## src/rtl/uart_fifo_core.sv

```systemverilog
// ============================================================================
// uart_fifo_core : UART with runtime baud/frame format, TX/RX FWFT FIFOs,
//                  RTS/CTS flow control and per-byte error tagging.
// Revision 1.0
// ============================================================================
`default_nettype none

module uart_fifo_core #(
  parameter int FIFO_AW    = 4,
  parameter int RTS_THRESH = 12
) (
  input  logic               CLK,
  input  logic               RST,
  output logic               UART_TXD,
  input  logic               UART_RXD,
  output logic               UART_RTS,
  input  logic               UART_CTS,
  input  logic [15:0]        CFG_DIV,
  input  logic [3:0]         CFG_DATA_BITS,
  input  logic [1:0]         CFG_PARITY,
  input  logic               CFG_STOP2,
  input  logic               FLOW_EN,
  input  logic [7:0]         TX_DATA,
  input  logic               TX_VALID,
  output logic               TX_READY,
  output logic [7:0]         RX_DATA,
  output logic               RX_PERR,
  output logic               RX_FERR,
  output logic               RX_VALID,
  input  logic               RX_READY,
  output logic               RX_OVERRUN,
  input  logic               ERR_CLR,
  output logic [FIFO_AW:0]   TX_LEVEL,
  output logic [FIFO_AW:0]   RX_LEVEL
);

  localparam int               c_depth_n    = 1 << FIFO_AW;
  localparam logic [FIFO_AW:0] c_depth      = c_depth_n[FIFO_AW:0];
  localparam logic [FIFO_AW:0] c_rts_thresh = RTS_THRESH[FIFO_AW:0];

  localparam logic [2:0] c_idle   = 3'd0;
  localparam logic [2:0] c_start  = 3'd1;
  localparam logic [2:0] c_data   = 3'd2;
  localparam logic [2:0] c_parity = 3'd3;
  localparam logic [2:0] c_stop   = 3'd4;

  // ---------------- synchronisers ----------------
  logic r_rxd_s1, r_rxd_s2, r_rxd_d;
  logic r_cts_s1, r_cts_s2;

  always_ff @(posedge CLK or posedge RST) begin
    if (RST) begin
      r_rxd_s1 <= 1'b1;
      r_rxd_s2 <= 1'b1;
      r_rxd_d  <= 1'b1;
      r_cts_s1 <= 1'b1;
      r_cts_s2 <= 1'b1;
    end else begin
      r_rxd_s1 <= UART_RXD;
      r_rxd_s2 <= r_rxd_s1;
      r_rxd_d  <= r_rxd_s2;
      r_cts_s1 <= UART_CTS;
      r_cts_s2 <= r_cts_s1;
    end
  end

  // ---------------- clamped configuration ----------------
  logic [15:0] w_div;
  logic [2:0]  w_last;
  logic [7:0]  w_mask;
  logic        w_par_en, w_par_odd;

  always_comb begin
    w_div = (CFG_DIV < 16'd4) ? 16'd4 : CFG_DIV;
    if (CFG_DATA_BITS < 4'd5)      w_last = 3'd4;
    else if (CFG_DATA_BITS > 4'd8) w_last = 3'd7;
    else                           w_last = CFG_DATA_BITS[2:0] - 3'd1;
    w_mask    = 8'hFF >> (3'd7 - w_last);
    w_par_en  = (CFG_PARITY == 2'd1) | (CFG_PARITY == 2'd2);
    w_par_odd = (CFG_PARITY == 2'd2);
  end

  // ---------------- TX FIFO ----------------
  logic [7:0]         r_tx_mem [0:c_depth_n-1];
  logic [FIFO_AW-1:0] r_tx_wr, r_tx_rd;
  logic [FIFO_AW:0]   r_tx_level;
  logic               w_tx_push, w_tx_pop;
  logic [7:0]         w_tx_head;
  logic [2:0]         r_tx_state;

  assign TX_READY  = (r_tx_level != c_depth);
  assign TX_LEVEL  = r_tx_level;
  assign w_tx_push = TX_VALID & TX_READY;
  assign w_tx_head = r_tx_mem[r_tx_rd];
  assign w_tx_pop  = (r_tx_state == c_idle) && (r_tx_level != '0) && (!FLOW_EN || !r_cts_s2);

  always_ff @(posedge CLK) begin
    if (w_tx_push) r_tx_mem[r_tx_wr] <= TX_DATA;
  end

  always_ff @(posedge CLK or posedge RST) begin
    if (RST) begin
      r_tx_wr    <= '0;
      r_tx_rd    <= '0;
      r_tx_level <= '0;
    end else begin
      if (w_tx_push) r_tx_wr <= r_tx_wr + 1'b1;
      if (w_tx_pop)  r_tx_rd <= r_tx_rd + 1'b1;
      if (w_tx_push && !w_tx_pop)      r_tx_level <= r_tx_level + 1'b1;
      else if (!w_tx_push && w_tx_pop) r_tx_level <= r_tx_level - 1'b1;
    end
  end

  // ---------------- TX FSM ----------------
  logic [15:0] r_tx_cnt, r_tx_div;
  logic [7:0]  r_tx_shift;
  logic [2:0]  r_tx_bit, r_tx_last;
  logic        r_tx_par_en, r_tx_par_bit, r_tx_stop2, r_tx_stop_2nd, r_txd;

  assign UART_TXD = r_txd;

  always_ff @(posedge CLK or posedge RST) begin
    if (RST) begin
      r_tx_state    <= c_idle;
      r_txd         <= 1'b1;
      r_tx_cnt      <= '0;
      r_tx_div      <= '0;
      r_tx_shift    <= '0;
      r_tx_bit      <= '0;
      r_tx_last     <= '0;
      r_tx_par_en   <= 1'b0;
      r_tx_par_bit  <= 1'b0;
      r_tx_stop2    <= 1'b0;
      r_tx_stop_2nd <= 1'b0;
    end else begin
      case (r_tx_state)
        c_idle: begin
          if (w_tx_pop) begin
            r_tx_state    <= c_start;
            r_txd         <= 1'b0;
            r_tx_div      <= w_div;
            r_tx_cnt      <= w_div - 16'd1;
            r_tx_shift    <= w_tx_head & w_mask;
            r_tx_last     <= w_last;
            r_tx_par_en   <= w_par_en;
            r_tx_par_bit  <= (^(w_tx_head & w_mask)) ^ w_par_odd;
            r_tx_stop2    <= CFG_STOP2;
            r_tx_stop_2nd <= 1'b0;
          end
        end
        c_start: begin
          if (r_tx_cnt == 16'd0) begin
            r_tx_state <= c_data;
            r_txd      <= r_tx_shift[0];
            r_tx_bit   <= '0;
            r_tx_cnt   <= r_tx_div - 16'd1;
          end else r_tx_cnt <= r_tx_cnt - 16'd1;
        end
        c_data: begin
          if (r_tx_cnt == 16'd0) begin
            r_tx_cnt <= r_tx_div - 16'd1;
            if (r_tx_bit == r_tx_last) begin
              r_tx_state <= r_tx_par_en ? c_parity : c_stop;
              r_txd      <= r_tx_par_en ? r_tx_par_bit : 1'b1;
            end else begin
              r_tx_bit   <= r_tx_bit + 3'd1;
              r_tx_shift <= r_tx_shift >> 1;
              r_txd      <= r_tx_shift[1];
            end
          end else r_tx_cnt <= r_tx_cnt - 16'd1;
        end
        c_parity: begin
          if (r_tx_cnt == 16'd0) begin
            r_tx_state <= c_stop;
            r_txd      <= 1'b1;
            r_tx_cnt   <= r_tx_div - 16'd1;
          end else r_tx_cnt <= r_tx_cnt - 16'd1;
        end
        c_stop: begin
          // Second stop bit is a re-run of the same state.
          if (r_tx_cnt == 16'd0) begin
            if (r_tx_stop2 && !r_tx_stop_2nd) begin
              r_tx_stop_2nd <= 1'b1;
              r_tx_cnt      <= r_tx_div - 16'd1;
            end else r_tx_state <= c_idle;
          end else r_tx_cnt <= r_tx_cnt - 16'd1;
        end
        default: begin
          r_tx_state <= c_idle;
          r_txd      <= 1'b1;
        end
      endcase
    end
  end

  // ---------------- RX FSM ----------------
  logic [2:0]  r_rx_state, r_rx_bit, r_rx_last;
  logic [15:0] r_rx_cnt, r_rx_div;
  logic [7:0]  r_rx_data;
  logic        r_rx_par_en, r_rx_par_odd, r_rx_perr;
  logic        w_rx_fall, w_rx_push;

  assign w_rx_fall = r_rxd_d & ~r_rxd_s2;
  assign w_rx_push = (r_rx_state == c_stop) && (r_rx_cnt == 16'd0);

  always_ff @(posedge CLK or posedge RST) begin
    if (RST) begin
      r_rx_state   <= c_idle;
      r_rx_cnt     <= '0;
      r_rx_div     <= '0;
      r_rx_bit     <= '0;
      r_rx_last    <= '0;
      r_rx_par_en  <= 1'b0;
      r_rx_par_odd <= 1'b0;
      r_rx_data    <= '0;
      r_rx_perr    <= 1'b0;
    end else begin
      case (r_rx_state)
        c_idle: begin
          if (w_rx_fall) begin
            r_rx_state   <= c_start;
            r_rx_div     <= w_div;
            r_rx_cnt     <= {1'b0, w_div[15:1]} - 16'd1;
            r_rx_last    <= w_last;
            r_rx_par_en  <= w_par_en;
            r_rx_par_odd <= w_par_odd;
            r_rx_data    <= '0;
            r_rx_perr    <= 1'b0;
            r_rx_bit     <= '0;
          end
        end
        c_start: begin
          if (r_rx_cnt == 16'd0) begin
            if (r_rxd_s2) r_rx_state <= c_idle;
            else begin
              r_rx_state <= c_data;
              r_rx_cnt   <= r_rx_div - 16'd1;
            end
          end else r_rx_cnt <= r_rx_cnt - 16'd1;
        end
        c_data: begin
          if (r_rx_cnt == 16'd0) begin
            r_rx_data[r_rx_bit] <= r_rxd_s2;
            r_rx_cnt            <= r_rx_div - 16'd1;
            if (r_rx_bit == r_rx_last) r_rx_state <= r_rx_par_en ? c_parity : c_stop;
            else r_rx_bit <= r_rx_bit + 3'd1;
          end else r_rx_cnt <= r_rx_cnt - 16'd1;
        end
        c_parity: begin
          if (r_rx_cnt == 16'd0) begin
            r_rx_perr  <= r_rxd_s2 ^ (^r_rx_data) ^ r_rx_par_odd;
            r_rx_state <= c_stop;
            r_rx_cnt   <= r_rx_div - 16'd1;
          end else r_rx_cnt <= r_rx_cnt - 16'd1;
        end
        c_stop: begin
          // Leave right after the mid-bit sample so a following start edge is seen.
          if (r_rx_cnt == 16'd0) r_rx_state <= c_idle;
          else r_rx_cnt <= r_rx_cnt - 16'd1;
        end
        default: r_rx_state <= c_idle;
      endcase
    end
  end

  // ---------------- RX FIFO ----------------
  logic [9:0]         r_rx_mem [0:c_depth_n-1];
  logic [FIFO_AW-1:0] r_rx_wr, r_rx_rd;
  logic [FIFO_AW:0]   r_rx_level;
  logic               w_rx_full, w_rx_pop, w_rx_wr;
  logic [9:0]         w_rx_head;
  logic               r_overrun, r_rts;

  assign w_rx_full  = (r_rx_level == c_depth);
  assign RX_VALID   = (r_rx_level != '0);
  assign w_rx_pop   = RX_VALID & RX_READY;
  assign w_rx_wr    = w_rx_push & (!w_rx_full | w_rx_pop);
  assign w_rx_head  = r_rx_mem[r_rx_rd];
  assign RX_DATA    = RX_VALID ? w_rx_head[9:2] : 8'h00;
  assign RX_PERR    = RX_VALID & w_rx_head[1];
  assign RX_FERR    = RX_VALID & w_rx_head[0];
  assign RX_LEVEL   = r_rx_level;
  assign RX_OVERRUN = r_overrun;
  assign UART_RTS   = r_rts;

  always_ff @(posedge CLK) begin
    if (w_rx_wr) r_rx_mem[r_rx_wr] <= {r_rx_data, r_rx_perr, ~r_rxd_s2};
  end

  always_ff @(posedge CLK or posedge RST) begin
    if (RST) begin
      r_rx_wr    <= '0;
      r_rx_rd    <= '0;
      r_rx_level <= '0;
      r_overrun  <= 1'b0;
      r_rts      <= 1'b1;
    end else begin
      if (w_rx_wr)  r_rx_wr <= r_rx_wr + 1'b1;
      if (w_rx_pop) r_rx_rd <= r_rx_rd + 1'b1;
      if (w_rx_wr && !w_rx_pop)      r_rx_level <= r_rx_level + 1'b1;
      else if (!w_rx_wr && w_rx_pop) r_rx_level <= r_rx_level - 1'b1;
      if (w_rx_push && w_rx_full && !w_rx_pop) r_overrun <= 1'b1;
      else if (ERR_CLR)                        r_overrun <= 1'b0;
      r_rts <= FLOW_EN & (r_rx_level >= c_rts_thresh);
    end
  end

endmodule

`default_nettype wire

```

## config.mk

```make
export PLATFORM = sky130hd
export DESIGN_NAME = uart_fifo_core
export DESIGN_NICKNAME = d
export VERILOG_FILES = /design/src/rtl/uart_fifo_core.sv
export SDC_FILE = /design/constraint.sdc
export NUM_CORES = 1
export LEC_CHECK = 0
export ABC_AREA = 1
export BUFFER_PORTS_ARGS = -buffer_cell sky130_fd_sc_hd__buf_2
export CORE_ASPECT_RATIO = 1.25
export CORE_UTILIZATION = 56
export DETAILED_ROUTE_END_ITERATION = 10
export PLACE_DENSITY = 0.76
export SLEW_MARGIN = 25
export SYNTH_ARGS = -nofsm -noshare
export SYNTH_HDL_FRONTEND = slang
export SYNTH_SLANG_ARGS = --single-unit
export TNS_END_PERCENT = 10
```

## constraint.sdc

```tcl
create_clock -name CLK -period 5.2 [get_ports CLK]
set_clock_uncertainty 0.1 [all_clocks]
set_input_delay 1.56 -clock CLK [delete_from_list [all_inputs] [get_ports CLK]]
set_output_delay 1.56 -clock CLK [all_outputs]
set_load 0.1 [all_outputs]
```

==> impl_metrics.csv, run 1 <==
group,metric,value,unit
status,outcome,"completed",
critical_path,worstPathRequired,3.54,ns
detailed_routing,drt_iter0_drc,1485,
sta,period_share,0.883,
critical_path,max_stage_delay,0.49,ns
synth,synth_top_cell_by_area,"edfxtp_1",
cells_and_area,finalNonFillerCells,2682,
synth,yosysWarnings,0,
die,core,35600,µm²
critical_path,regToRegStartpoint,"RX_LEVEL[0]$_DFFE_PP0P_",
clock_tree,cts_root_buf,"clkbuf_16",
hold_path,hold_path_startpoint,"r_rxd_s1$_DFF_PP1_",
sta,finalSetupViolations,0,
synth,syn_area,20400,µm²
sta,fin_setup_tns,0,ns
pwr,ir_drop,0.000577,V
critical_path,cp_max_fo,43,
clock_tree,cts_tree,"yes",
detailed_routing,dr.pass1.iters,5,
hold_path,min-delay-path-class,"reg -> reg",
critical_path,slowest_stage,"inv_2",
cells_and_area,antennaDiodeCount,0,
pwr,power_leakage,9.14,nW
cells_and_area,num-nets-final,2242,
clock_tree,cts_buffer_depth,3,
sta,min_period,4.59,ns
critical_path,crit_arrival,2.93,ns
sta,finalHoldViolations,0,
sta,rsz0062_at_grt,"no",
critical_path,reg2reg_depth,19,
placement,place_inst,2604,
pwr,power_density,478,nW/µm²
clock_tree,cts_max_level,2,
run,maxCapViolCount,0,
synth,synth_ff_type,"edfxtp_1",
placement,place_ws,0.988,ns
clock_tree,cts_made_buffers,42,
global_route,track_usage,0.254,
synth,yosys_register_bits,427,
clock_tree,postCtsSetupRepairBufs,0,
detailed_routing,wl_per_cell,17.3,µm
die,dieArea,37100,µm²
die,io-pin-count,64,
die,initial_core_util,0.573,
critical_path,r2r-end,"RX_LEVEL[4]$_DFFE_PP0P_",
clock_tree,numClockSinks,427,
synth,ys_types,53,
critical_path,r2r_slack,1.36,ns
hold_path,hold_end,"r_rxd_s2$_DFF_PP1_",
global_route,grt_first_pass_wirelength,75300,µm
critical_path,path_cells,"inv_2, buf_4, o21ai_0, o221ai_1, nand3_1, a21oi_1, buf_2",
synth,syn_nets,2193,
critical_path,worstSetupPathType,"reg -> out",
synth,synth_area_leaders,"edfxtp_1 42%, dfrtp_1 16%, nand2_1 8.1%",
synth,postSynth.asyncResetShare,0.326,
cells_and_area,layout-drive-gt1-share,0.106,
cells_and_area,multiInputGateArea,7090,µm²
pwr,fin_total_pwr,10.7,mW
global_route,antenna_found_initial,0,
global_route,gr-total-overflow,0,
die,std_cell_rows,77,
cells_and_area,area_growth,10.4,%
global_route,grt_pass1_vias,14800,
detailed_routing,antenna_left,0,
synth,yosysMostFrequentCell,"nand2_1",
cells_and_area,regArea,12100,µm²
synth,seq_area_frac_synth,0.596,
sta,setup_ws,0.607,ns
clock_tree,post_cts_resized,0,
detailed_routing,drt_wl_total,46500,µm
critical_path,worstSetupStartpointType,"flop",
cells_and_area,fillers,2793,
placement,dpl.hpwl,31100,µm
synth,synth_edf_count,288,
die,die_h,215,µm
detailed_routing,drc,0,
critical_path,end_kind,"output pin",
sta,drv_slew,0,
detailed_routing,viasPerCell,5.68,
synth,avgSynthCellArea,9.58,µm²
synth,syn_inst,2125,
clock_tree,cts_hold_buf,0,
placement,gp_congestion,0.948,
hold_path,whs_path_depth,0,
sta,slew_headroom,0.305,
synth,yosys.area.top_type_share,0.425,
clock_tree,worstSkewPairLatency,0.56,ns
global_route,grt_max_degree,140,
sta,fmax,0.218,GHz
detailed_routing,vias,15200,
die,die_w,173,µm
clock_tree,clk_pin_slew,0.07,ns
sta,worstMarginPinSlew,1.04,ns
synth,yosys-top-cells-count,"437 x nand2_1, 288 x edfxtp_1, 266 x nor2_1",
placement,port_buffers,63,
routing by layer:
metal	track usage	up-vias	share of wire
met2	0.448	541	0.51
met3	0.0301	135	0.056
li1	-	7316	-
met4	0.114	0	0.040
met1	0.313	7247	0.40
met5	0	-	0
state kept, by name (all words and copies together), names as in the netlist, 8 cells and up:
register,flops
r_tx_cnt,16
r_tx_div,16
r_tx_shift,8
r_rx_cnt,16
r_rx_data,8
r_rx_div,16
r_rx_mem,160
r_tx_mem,128
where the power goes:
group / total (mW) / internal [mW] / switching, mW
combinational: 3.46 / 0.868 / 2.59
clock: 2.99 / 1.69 / 1.29
sequential: 4.29 / 3.96 / 0.330
total: 10.7 / 6.52 / 4.22
critical path: cells and delay by family (launching register included):
family          cells  cell delay (ns)
buf+inv             3             1.32
compound gates      3             0.52
simple gates        1             0.11
flops               1             0.42
worst max-delay path by stage:
stage / from / end / slack, ns / cells after the start
final: r_rx_rd[0]$_DFFE_PP0N_ / RX_DATA[0] / 0.61 / 7
after floorplan: RX_LEVEL[0]$_DFFE_PP0P_ / RX_DATA[0] / 0.53 / 5
after detailed placement: CFG_DIV[7] / r_rx_cnt[14]$_DFFE_PP0P_ / 0.99 / 17
after global routing: r_rx_rd[1]$_DFFE_PP0N_ / RX_DATA[7] / 0.42 / 9
after global placement: CFG_DIV[7] / r_rx_cnt[12]$_DFFE_PP0P_ / 1.14 / 17
after CTS: r_rx_rd[0]$_DFFE_PP0N_ / RX_DATA[7] / 0.58 / 7
cell families after synthesis:
kind of cell / count (synthesis) / synth area share
AO/OA/AOI/OAI: 372 / 0.104
XOR/XNOR: 53 / 0.0228
adder cells (fa/ha/maj): 29 / 0.0186
buffers and inverters: 289 / 0.0562
flip-flops: 427 / 0.596
AND/OR/NAND/NOR: 955 / 0.202
per-stage QoR:
stage	hold WS [ns]	util	instance area [µm²]
final	0.255	0.632	22500
after detailed placement	0.247	0.593	21100
after CTS	0.255	0.632	22500
after global placement	0.246	0.593	21100
after global routing	0.256	0.632	22500
after floorplan	0.245	-	20400
cell usage in the layout, fill, tap and decap left out, types with 14 or more instances in the layout:
cell type	synthesis	final
o21ai_0	213	213
nand2_1	437	437
edfxtp_1	288	288
inv_2	14	14
o221ai_1	31	31
xor2_1	34	34
dfrtp_1	132	130
clkbuf_16	0	42
nand4_1	16	16
o22ai_1	14	14
ha_1	27	27
buf_2	20	63
a21oi_1	57	57
nor3_1	15	15
buf_4	2	21
xnor2_1	19	19
nand3_1	160	160
inv_1	190	188
nor2_1	266	263
cell type report:
| cell class | instances | share of cell area |
|---|---|---|
| sequential | 427 | 0.540 |
| multi-input combinational | 1409 | 0.315 |
| clock buffer | 59 | 0.0518 |
| inverter | 209 | 0.0352 |
| tap | 474 | 0.0264 |
| timing repair buffer | 85 | 0.0219 |
| clock inverter | 19 | 0.00902 |
No activity file was read; power rests on OpenSTA's default activity.
==> inputs of run 2 (changes only) <==
- BUFFER_PORTS_ARGS: -buffer_cell sky130_fd_sc_hd__buf_2 -> default
- CAP_MARGIN: default -> 20
- CORE_UTILIZATION: 56 -> 58
- DONT_BUFFER_PORTS: default -> 1
==> run 2 against run 1 <==
Utilization rose by 1.6 points. Global-route usage up 1.4 points. Critical endpoint is now RX_DATA[2]. Sequential power is 3% higher.
==> impl_metrics.csv, run 2 (same netlist as run 1, synthesis figures left out) <==
group,metric,value,unit
clock_tree,cts_max_level,2,
die,std_cell_rows,76,
die,die_w,170,µm
cells_and_area,area_growth,9.83,%
cells_and_area,final_common_cell,"nand2_1",
die,dieArea,35900,µm²
placement,place_inst,2548,
sta,worstMarginPinSlew,1.05,ns
cells_and_area,regArea,12100,µm²
global_route,grt_max_degree,110,
sta,period_share,0.910,
clock_tree,cts_buffer_depth,3,
pwr,p_int,6.69,mW
critical_path,cp-endpoint,"RX_DATA[2]",
die,io-pin-count,64,
critical_path,crit_arrival,3.07,ns
pwr,p_seq_frac,0.405,
global_route,track_usage,0.268,
cells_and_area,multiInputGateArea,7140,µm²
clock_tree,postCtsSetupRepairBufs,0,
pwr,power_density,491,nW/µm²
placement,gp_congestion,0.942,
hold_path,min-delay-path-class,"reg -> reg",
global_route,antenna_found_initial,0,
detailed_routing,antenna_left,0,
cells_and_area,final_cell_area,22400,µm²
cells_and_area,fillers,2672,
cells_and_area,layout-drive-gt1-share,0.0922,
cells_and_area,largest_register_ffs,160,
sta,finalHoldViolations,0,
detailed_routing,dr.pass1.iters,6,
clock_tree,post_cts_resized,0,
critical_path,worstPathRequired,3.54,ns
clock_tree,cts_made_buffers,42,
status,outcome,"completed",
die,initial_core_util,0.590,
critical_path,worstSetupPathType,"reg -> out",
pwr,power_leakage,8.97,nW
placement,dpl.hpwl,31500,µm
hold_path,hold_path_startpoint,"r_cts_s1$_DFF_PP1_",
detailed_routing,drt_wl_total,47800,µm
global_route,grt_pass1_vias,14700,
critical_path,worstSetupStartpointType,"flop",
detailed_routing,vias,15200,
sta,rsz0062_at_grt,"no",
detailed_routing,drt_iter0_drc,1505,
clock_tree,clk_pin_slew,0.06,ns
run,maxCapViolCount,0,
clock_tree,worstSkewPairLatency,0.57,ns
die,die_h,211,µm
die,core,34500,µm²
pwr,switching_share,0.391,
clock_tree,numClockSinks,427,
cells_and_area,regMostFlops,"r_rx_mem",
global_route,grt_first_pass_wirelength,74900,µm
cells_and_area,num-nets-final,2192,
clock_tree,cts_hold_buf,0,
detailed_routing,drc,0,
sta,finalSetupViolations,0,
cells_and_area,antennaDiodeCount,0,
sta,fin_setup_tns,0,ns
sta,min_period,4.73,ns
critical_path,end_kind,"output pin",
global_route,gr-total-overflow,0,
critical_path,r2r_slack,1.22,ns
placement,dpl_cell_area,20900,µm²
detailed_routing,wl_per_cell,18.2,µm
cells_and_area,final_cell_mix,"437 x nand2_1, 288 x edfxtp_1, 259 x nor2_1, 213 x o21ai_0, 188 x inv_1",
critical_path,reg2reg_depth,20,
critical_path,crit_start,"r_rx_rd[0]$_DFFE_PP0N_",
detailed_routing,viasPerCell,5.80,
sta,fmax,0.211,GHz
cells_and_area,finalNonFillerCells,2626,
critical_path,cp_max_fo,34,
sta,whs,0.241,ns
critical_path,regToRegStartpoint,"RX_LEVEL[0]$_DFFE_PP0P_",
pwr,p_sw,4.29,mW
pwr,p_comb_frac,0.308,
pwr,clkPwrFrac,0.286,
critical_path,r2r-end,"RX_LEVEL[4]$_DFFE_PP0P_",
cells_and_area,largest_registers,"r_rx_mem: 160 flops, r_tx_mem: 128 flops",
placement,port_buffers,0,
clock_tree,cts_root_buf,"clkbuf_16",
pwr,ir_drop,0.000371,V
clock_tree,cts_tree,"yes",
sta,slew_headroom,0.299,
sta,drv_slew,0,
-- run 2: changes by cell type in the layout (fill, tap and decap cells not counted), sizes merged --
cell,change
clkinvlp,+2
bufinv,+3
inv,-2
clkinv,-2
buf,-50
clkbuf,-1
-- run 2: worst min-delay path by stage --
stage                          to  slack (ns)  cells after the start
6_report       r_cts_s2$_DFF_PP1_        0.24                      0
5_1_grt        r_cts_s2$_DFF_PP1_        0.24                      0
4_1_cts        r_cts_s2$_DFF_PP1_        0.24                      0
3_5_place_dp   r_cts_s2$_DFF_PP1_        0.25                      0
3_3_place_gp   r_cts_s2$_DFF_PP1_        0.25                      0
2_1_floorplan  r_cts_s2$_DFF_PP1_        0.25                      0
-- run 2: per-stage QoR --
stage	utilization	total power [mW]	setup WS, ns
2_1_floorplan	-	6.96	0.528
3_3_place_gp	0.606	7.72	1.15
3_5_place_dp	0.606	7.83	1.03
4_1_cts	0.647	10.9	0.514
5_1_grt	0.648	11.4	0.348
6_report	0.648	11.0	0.469
-- run 2: cell type report --
class / count / area share
clock inverter: 20 / 0.0131
tap: 468 / 0.0262
multi-input combinational: 1409 / 0.319
clock buffer: 58 / 0.0510
inverter: 209 / 0.0354
timing repair buffer: 35 / 0.0123
sequential: 427 / 0.543
-- run 2: worst max-delay path, stage by stage (launching register included) --
cell and delay [ns]:
dfrtp_2 0.62, inv_2 0.45, buf_4 0.41, o21ai_0 0.12, o221ai_1 0.25, nand3_1 0.15
a21oi_2 0.19, buf_4 0.30
-- run 2: routing by layer --
layer / part of all wire / GRT usage
met2: 0.50 / 0.468
met1: 0.39 / 0.329
met5: 0 / 0
met3: 0.060 / 0.0389
met4: 0.042 / 0.122
-- run 2: power groups by stage --
stage	combinational [mW]	clock [mW]	sequential [mW]
final	3.38	3.14	4.44
after global routing	3.67	3.29	4.48
after CTS	3.35	3.16	4.43
after detailed placement	3.33	0	4.50
after global placement	3.23	0	4.48
after floorplan	2.42	0	4.55
==> inputs of run 3 (changes only) <==
- CORE_UTILIZATION: 58 -> 62
- PLACE_DENSITY: 0.76 -> 0.78
- clock period: 5.2 -> 5.4 ns (I/O delays scaled with it)
==> run 3 against run 2 <==
Die area fell by 6.4%. Combinational power fell by 1%. Worst setup slack improved by 0.28 ns. Cell area fell by 0.97%. Non-clock buffer count fell by 4. Sequential share of layout area rose by 0.53 points. Critical endpoint is now RX_DATA[7]. Clock-buffer cell count rose by 5. Largest cell class unchanged.
==> impl_metrics.csv, run 3 (same netlist as run 1, synthesis figures left out) <==
group,metric,value,unit
cells_and_area,fin_util,0.691,
pwr,p_int,6.34,mW
pwr,p_comb_frac,0.320,
hold_path,min-delay-path-class,"reg -> reg",
run,maxCapViolCount,0,
sta,worstMarginPinSlew,1.04,ns
die,io-pin-count,64,
cells_and_area,area_growth,8.77,%
critical_path,regToRegStartpoint,"RX_LEVEL[0]$_DFFE_PP0P_",
critical_path,end_kind,"output pin",
sta,slew_headroom,0.307,
critical_path,crit_top_cell,"buf_4",
cells_and_area,multiInputGateArea,7130,µm²
clock_tree,cts_tree,"yes",
detailed_routing,viasPerCell,5.93,
global_route,grt_first_pass_wirelength,76800,µm
sta,fin_setup_tns,0,ns
sta,min_period,4.65,ns
pwr,switching_share,0.392,
global_route,grt_max_degree,140,
die,die_w,164,µm
global_route,grt_pass1_vias,14700,
clock_tree,cts_max_level,2,
sta,whs,0.251,ns
cells_and_area,layout-drive-gt1-share,0.0860,
detailed_routing,vias,15200,
detailed_routing,drt_wl_total,48300,µm
detailed_routing,wl_per_cell,18.9,µm
sta,rsz0062_at_grt,"no",
placement,place_inst,2488,
critical_path,max_stage_delay,0.62,ns
clock_tree,cts_made_buffers,40,
die,core,32100,µm²
pwr,fin_total_pwr,10.4,mW
clock_tree,clk_pin_slew,0.06,ns
pwr,power_density,471,nW/µm²
critical_path,worstSetupPathType,"reg -> out",
cells_and_area,finalNonFillerCells,2562,
die,dieArea,33600,µm²
critical_path,slowest_stage,"buf_4",
cells_and_area,final_cell_mix,"437 x nand2_1, 288 x edfxtp_1, 261 x nor2_1, 213 x o21ai_0, 188 x inv_1",
detailed_routing,antenna_left,0,
placement,dpl.hpwl,31600,µm
sta,finalHoldViolations,0,
sta,finalSetupViolations,0,
status,outcome,"completed",
pwr,ir_drop,0.000848,V
pwr,power_leakage,8.90,nW
clock_tree,numClockSinks,427,
critical_path,path_cells,"buf_4, o21ai_0, o221ai_1, nand3_1, a21oi_2, buf_4",
critical_path,crit_start,"r_rx_rd[0]$_DFFE_PP0N_",
critical_path,reg2reg_depth,20,
detailed_routing,dr.pass1.iters,6,
die,std_cell_rows,73,
detailed_routing,drc,0,
clock_tree,cts_root_buf,"clkbuf_16",
clock_tree,cts_hold_buf,0,
clock_tree,cts_buffer_depth,3,
placement,port_buffers,0,
sta,drv_slew,0,
die,initial_core_util,0.635,
critical_path,crit_arrival,2.93,ns
cells_and_area,largest_registers,"r_rx_mem: 160 flops, r_tx_mem: 128 flops",
pwr,clkPwrFrac,0.273,
die,die_h,205,µm
sta,period_share,0.862,
cells_and_area,largest_register_ffs,160,
clock_tree,post_cts_resized,0,
critical_path,worstSetupStartpointType,"flop",
clock_tree,worstSkewPairLatency,0.55,ns
critical_path,worstPathRequired,3.68,ns
placement,gp_congestion,0.939,
sta,fmax,0.215,GHz
pwr,p_sw,4.09,mW
pwr,p_seq_frac,0.407,
cells_and_area,fillers,2350,
cells_and_area,regMostFlops,"r_rx_mem",
global_route,track_usage,0.296,
cells_and_area,antennaDiodeCount,0,
critical_path,r2r_slack,1.49,ns
cells_and_area,final_common_cell,"nand2_1",
global_route,antenna_found_initial,0,
critical_path,r2r-end,"RX_LEVEL[4]$_DFFE_PP0P_",
critical_path,cp-endpoint,"RX_DATA[7]",
global_route,gr-total-overflow,0,
clock_tree,postCtsSetupRepairBufs,0,
critical_path,cp_max_fo,82,
cells_and_area,regArea,12100,µm²
cells_and_area,num-nets-final,2186,
detailed_routing,drt_iter0_drc,1580,
-- run 3: changes by cell type in the layout (fill, tap and decap cells not counted), sizes merged --
cell / change
clkinv: -5
clkinvlp: -2
clkbuf: +5
buf: -4
bufinv: -2
-- run 3: power groups by stage --
stage	clock network, mW	registers [mW]	logic [mW]
final	2.85	4.25	3.34
after global routing	2.98	4.28	3.64
after CTS	2.87	4.24	3.33
after detailed placement	0	4.30	3.31
after global placement	0	4.29	3.21
after floorplan	0	4.38	2.33
-- run 3: cell type report --
| class | count | share of cell area |
|---|---|---|
| multi-input cells | 1409 | 0.322 |
| clock inverters | 11 | 0.00746 |
| inverters | 209 | 0.0358 |
| flip-flops and latches | 427 | 0.548 |
| repair buffers | 31 | 0.0111 |
| well taps | 412 | 0.0233 |
| clock buffers | 63 | 0.0523 |
-- run 3: worst min-delay path by stage --
stage | start | endpoint | depth (start not counted)
finish | r_cts_s1$_DFF_PP1_ | r_cts_s2$_DFF_PP1_ | 0
global route | r_cts_s1$_DFF_PP1_ | r_cts_s2$_DFF_PP1_ | 0
CTS | r_cts_s1$_DFF_PP1_ | r_cts_s2$_DFF_PP1_ | 0
detailed placement | r_cts_s1$_DFF_PP1_ | r_cts_s2$_DFF_PP1_ | 0
global placement | r_cts_s1$_DFF_PP1_ | r_cts_s2$_DFF_PP1_ | 0
floorplan | r_cts_s1$_DFF_PP1_ | r_cts_s2$_DFF_PP1_ | 0
-- run 3: per-layer routing --
layer	track usage	wire [µm]
met1	0.373	18700
met2	0.506	24400
met3	0.0460	3400
met4	0.123	1840
met5	0	0
-- run 3: per-stage QoR --
stage | instance area [µm²] | setup WS (ns)
after detailed placement | 20800 | 1.24
after CTS | 22100 | 0.800
after floorplan | 20400 | 0.668
final | 22100 | 0.746
after global routing | 22100 | 0.608
after global placement | 20800 | 1.34
-- run 3: critical path, delay by kind of cell (launching register included) --
kind                   cells  cell delay, ns
DFF                        1            0.36
AOI/OAI and AO/OA          3            0.88
buffers and inverters      2            0.92
and+or+nand+nor            1            0.20
